## src/rtl/vga_pixel_fifo_ctrl.sv

```systemverilog
// Pixel FIFO controller between the NES pixel generator and the VGA output path.
// Owns a 16 x 30-bit distributed RAM, pointers, occupancy, prefill gating and underflow flag.
module vga_pixel_fifo_ctrl #(
   parameter int unsigned PREFILL  = 8,
   parameter int unsigned AF_LEVEL = 12
) (
   input  logic        i_clk,
   input  logic        i_rst,
   input  logic        i_flush,
   input  logic        i_wr_valid,
   input  logic [29:0] i_wr_data,
   output logic        o_wr_ready,
   input  logic        i_rd_ready,
   output logic        o_rd_valid,
   output logic [29:0] o_rd_data,
   output logic [4:0]  o_count,
   output logic        o_almost_full,
   output logic        o_underflow,
   output logic        o_streaming
);

   localparam logic [4:0] PrefillCnt = 5'(PREFILL);
   localparam logic [4:0] AfCnt      = 5'(AF_LEVEL);
   localparam logic [4:0] FullCnt    = 5'd16;

   typedef enum logic [0:0] {StFill, StStream} state_e;

   state_e      r_state, w_state_next;
   logic [3:0]  r_wr_ptr, r_rd_ptr;
   logic [4:0]  r_count, w_count_next;
   logic        r_underflow, w_underflow_next;
   logic [29:0] r_mem [16];

   logic w_full, w_empty, w_push, w_pop;

   assign w_full     = (r_count == FullCnt);
   assign w_empty    = (r_count == 5'd0);
   assign o_wr_ready = !w_full && !i_flush;
   assign o_rd_valid = (r_state == StStream) && !w_empty && !i_flush;
   assign w_push     = i_wr_valid && o_wr_ready;
   assign w_pop      = i_rd_ready && o_rd_valid;

   // Dual-port RAM: synchronous write on port A, show-ahead async read on port B.
   always_ff @(posedge i_clk) begin
      if (w_push) begin
         r_mem[r_wr_ptr] <= i_wr_data;
      end
   end

   assign o_rd_data = r_mem[r_rd_ptr];

   always_comb begin
      w_count_next = r_count;
      unique case ({w_push, w_pop})
         2'b10:   w_count_next = r_count + 5'd1;
         2'b01:   w_count_next = r_count - 5'd1;
         default: w_count_next = r_count;
      endcase
   end

   always_comb begin
      w_state_next     = r_state;
      w_underflow_next = r_underflow;
      if (i_flush) begin
         w_state_next     = StFill;
         w_underflow_next = 1'b0;
      end else begin
         if (r_state == StFill && w_count_next >= PrefillCnt) begin
            w_state_next = StStream;
         end
         if (r_state == StStream && w_empty && i_rd_ready) begin
            w_underflow_next = 1'b1;
         end
      end
   end

   always_ff @(posedge i_clk or posedge i_rst) begin
      if (i_rst) begin
         r_state     <= StFill;
         r_wr_ptr    <= 4'd0;
         r_rd_ptr    <= 4'd0;
         r_count     <= 5'd0;
         r_underflow <= 1'b0;
      end else if (i_flush) begin
         r_state     <= StFill;
         r_wr_ptr    <= 4'd0;
         r_rd_ptr    <= 4'd0;
         r_count     <= 5'd0;
         r_underflow <= 1'b0;
      end else begin
         r_state     <= w_state_next;
         r_count     <= w_count_next;
         r_underflow <= w_underflow_next;
         if (w_push) begin
            r_wr_ptr <= r_wr_ptr + 4'd1;
         end
         if (w_pop) begin
            r_rd_ptr <= r_rd_ptr + 4'd1;
         end
      end
   end

   assign o_count       = r_count;
   assign o_almost_full = (r_count >= AfCnt);
   assign o_underflow   = r_underflow;
   assign o_streaming   = (r_state == StStream);

endmodule

```

## config.mk

```make
export PLATFORM = sky130hd
export DESIGN_NAME = vga_pixel_fifo_ctrl
export DESIGN_NICKNAME = d
export VERILOG_FILES = /design/src/rtl/vga_pixel_fifo_ctrl.sv
export SDC_FILE = /design/constraint.sdc
export NUM_CORES = 1
export LEC_CHECK = 0
export BUFFER_PORTS_ARGS = -buffer_cell sky130_fd_sc_hd__buf_2
export CAP_MARGIN = 15
export CORE_MARGIN = 2
export CORE_UTILIZATION = 40
export CTS_CLUSTER_DIAMETER = 50
export DETAILED_ROUTE_END_ITERATION = 8
export PLACE_DENSITY = 0.53
export SLEW_MARGIN = 25
export SYNTH_ARGS = -nofsm -noshare
export SYNTH_HDL_FRONTEND = slang
export SYNTH_SLANG_ARGS = --single-unit
```

## constraint.sdc

```tcl
create_clock -name i_clk -period 6.1 [get_ports i_clk]
set_input_delay 1.22 -clock i_clk [delete_from_list [all_inputs] [get_ports i_clk]]
set_output_delay 1.22 -clock i_clk [all_outputs]
set_load 0.03 [all_outputs]
```

==> flow_summary.json <==
{
  "cp.arrival_ns": 3.29,
  "syn_inst": 804,
  "finalSetupTns_ns": 0,
  "hold_class": "reg2reg",
  "synth.distinct_cells": 38,
  "avgSynthCellArea_um2": 23.8,
  "max_freq_mhz": 222,
  "tightest_slew_ns": 0.868,
  "rsz0062_at_grt": "false",
  "drt_wl_total_mm": 41.2,
  "p_comb_frac": 0.023,
  "clock_latency_ns": 0.60,
  "relSlewSlack": 0.422,
  "synth-edff-count": 480,
  "final_area_um2": 22100,
  "clock_sinks": 495,
  "placed_area_um2": 20300,
  "rows": 80,
  "dp_hpwl_mm": 20.9,
  "die_area_um2": 49500,
  "p_int_mw": 5.69,
  "antenna_found_initial": 3,
  "path_cells": "buf_12 -> mux4_2 -> mux4_2 -> buf_2",
  "netSwitchingPower_mw": 1.46,
  "r2r_slack_ns": 2.73,
  "io-pin-count": 75,
  "coreArea_um2": 47400,
  "worst_clock_skew_ns": 0.0209,
  "synth_top_area_share": 0.754,
  "power.leakage_nw": 6.88,
  "critical_path.max_fanout": 43,
  "cts.hold.buffers_added": 0,
  "drt_pass1_iterations": 5,
  "htree_levels": 2,
  "num_vias": 8544,
  "finalHoldViolations": 0,
  "grt_pass1_vias": 8938,
  "switching_share": 0.204,
  "yosys.area_share.xor_xnor": 0.00458,
  "synth_area_leaders": "edfxtp_1 75%, mux4_2 18%, dfrtp_1 2.0%, ha_1 0.46%, nor2_1 0.37%",
  "dieHeight_um": 223,
  "period_share": 0.739,
  "drt_iter0_drc": 664,
  "num_antenna_cells": 0,
  "vdd_ir_drop_max_mv": 0.216,
  "synth_fp_nets": 846,
  "post_cts_buffers": 0,
  "powerDensity_nw_per_um2": 324,
  "power_frac_clock": 0.451,
  "slew_viol_final": 0,
  "status": "finished, final reports clean",
  "synth-simple-area-share": 0.0182,
  "busiest_layer": "met2",
  "synth_compound_area_frac": 0.00681,
  "synth_area_um2": 19100,
  "synth_common_cells": "480 x edfxtp_1, 150 x mux4_2, 19 x nor2_1",
  "start_util": 0.403,
  "cp-end-kind": "primary output",
  "seq_power_share": 0.526,
  "fillers": 3987,
  "synth_ff_type": "edfxtp_1",
  "yosys.area_share.adder": 0.00458,
  "viasPerCell": 5.41,
  "setup_violations": 0,
  "cts_buffer_depth": 3,
  "yosysSeqAreaShare": 0.774,
  "nets": 958,
  "area_delta_synth_final_pct": 15.6,
  "synth_most_common_cell": "edfxtp_1",
  "multiInputGateArea_um2": 4120,
  "required_ns": 4.88,
  "drc": 0,
  "cts_root_buf": "clkbuf_16",
  "period_needed_ns": 4.51,
  "max_stage_delay_ns": 0.99,
  "ant_nets": 0,
  "worstSetupPathType": "reg2out",
  "synth_warnings": 0,
  "yosysTopAreaCell": "edfxtp_1",
  "synth_top_family_by_area": "multiplexers",
  "portBuffers": 74,
  "gp_congestion": 0.677,
  "grt_usage": 0.169,
  "grt.met2_usage": 0.265,
  "synth_mux_area_frac": 0.178,
  "grt_use_met3": 0.0303,
  "ctsResizeCount": 0,
  "cts_tree": "yes",
  "synthArstFlopShare": 0.0303,
  "crit_slowest_cell": "dfrtp_4",
  "clkTransAtPathRegs_ns": 0.06,
  "timing.max_cap.violations": 0,
  "layout-drive-gt1-share": 0.370,
  "seqCellArea_um2": 14800,
  "wire_per_inst_um": 26.1,
  "cts_buffers": 57,
  "cp-start-kind": "flop",
  "die_width_um": 223,
  "cp_common_cell": "mux4_2",
  "grtUsageMet1": 0.245,
  "grt_overflow_total": 0,
  "grt_max_degree": 52,
  "grt_first_pass_wirelength_mm": 60.2,
  "ys_seq_elements": 495
}
-- routing by layer --
metal  wire length (um)  share of wire
met1              18800           0.46
met2              19900           0.48
met3               1710          0.042
met4                778          0.019
met5                 18        0.00044
-- sequential cells by signal, summed over array words and instances, names as in the netlist --
register / count
o_count: 5
o_streaming: 1
o_underflow: 1
r_mem: 480
r_rd_ptr: 4
r_wr_ptr: 4
-- placed cells by master, fill, tap and decap left out, types with 2 or more instances in the layout --
| cell | n |
|---|---|
| nor3b_1 | 2 |
| buf_2 | 74 |
| nand3b_1 | 2 |
| inv_6 | 4 |
| nor4_1 | 2 |
| nor3_1 | 4 |
| a31oi_1 | 2 |
| buf_4 | 21 |
| o21ai_0 | 9 |
| nor4_2 | 5 |
| xnor2_1 | 3 |
| bufinv_16 | 3 |
| ha_1 | 7 |
| dfrtp_1 | 11 |
| a21oi_1 | 4 |
| nor2_1 | 15 |
| inv_1 | 12 |
| edfxtp_1 | 480 |
| clkbuf_16 | 59 |
| dfrtp_2 | 2 |
| clkinv_4 | 3 |
| xor2_1 | 7 |
| nor2_4 | 5 |
| clkinvlp_4 | 2 |
| and2_2 | 8 |
| clkbuf_1 | 12 |
| clkinv_1 | 15 |
| clkinv_2 | 8 |
| nand2b_1 | 2 |
| nand2_1 | 11 |
| buf_12 | 3 |
| mux4_2 | 150 |
| mux2i_1 | 2 |
| dfrtp_4 | 2 |
-- per-stage QoR --
step / util / setup WS (ns) / cells / total power, mW / hold WS [ns]
after global routing: 0.466 / 1.37 / 1578 / 7.37 / 0.580
after global placement: 0.428 / 2.11 / 1472 / 4.00 / 0.510
after detailed placement: 0.428 / 2.08 / 1472 / 4.00 / 0.532
final: 0.466 / 1.59 / 1578 / 7.15 / 0.524
after floorplan: - / 0.958 / 804 / 3.91 / 0.557
after CTS: 0.466 / 1.46 / 1578 / 7.23 / 0.540
-- logic make-up after synthesis --
logic type / after synthesis
flops: 495
fa+ha+maj: 7
xor+xnor: 10
mux: 152
buf+inv: 57
simple gates: 63
compound gates: 20
-- power by group through the flow --
stage / logic [mW] / registers, mW / clock network (mW)
finish: 0.164 / 3.77 / 3.22
global route: 0.180 / 3.77 / 3.43
CTS: 0.168 / 3.76 / 3.29
detailed placement: 0.168 / 3.84 / 0
global placement: 0.165 / 3.84 / 0
floorplan: 0.0763 / 3.84 / 0
-- critical path: cells and delay by family (launching register included) --
family,cells,cell delay (ns)
buffers and inverters,2,0.58
muxes,2,1.09
DFF,1,0.99
-- final timing paths --
path	from	endpoint	cells after the start
min in group asynchronous	i_rst	o_count[0]$_DFF_PP0_	2
hold / removal	o_underflow$_DFFE_PP0P_	o_underflow$_DFFE_PP0P_	2
hold reg to reg	o_underflow$_DFFE_PP0P_	o_underflow$_DFFE_PP0P_	2
setup reg to reg	o_count[2]$_DFF_PP0_	r_mem[8][3]$_DFFE_PP_	6
setup / recovery	r_rd_ptr[0]$_DFFE_PP0P_	o_rd_data[28]	4
max in group asynchronous	i_rst	r_rd_ptr[0]$_DFFE_PP0P_	2
-- cell type report --
cell class,instances,share of cell area
Inverter,12,0.00204
Tap cell,615,0.0348
Clock inverter,35,0.0119
Timing Repair Buffer,98,0.0266
Multi-Input combinational cell,252,0.186
Sequential cell,495,0.670
Clock buffer,71,0.0688
(Power assumes the default switching activity.)
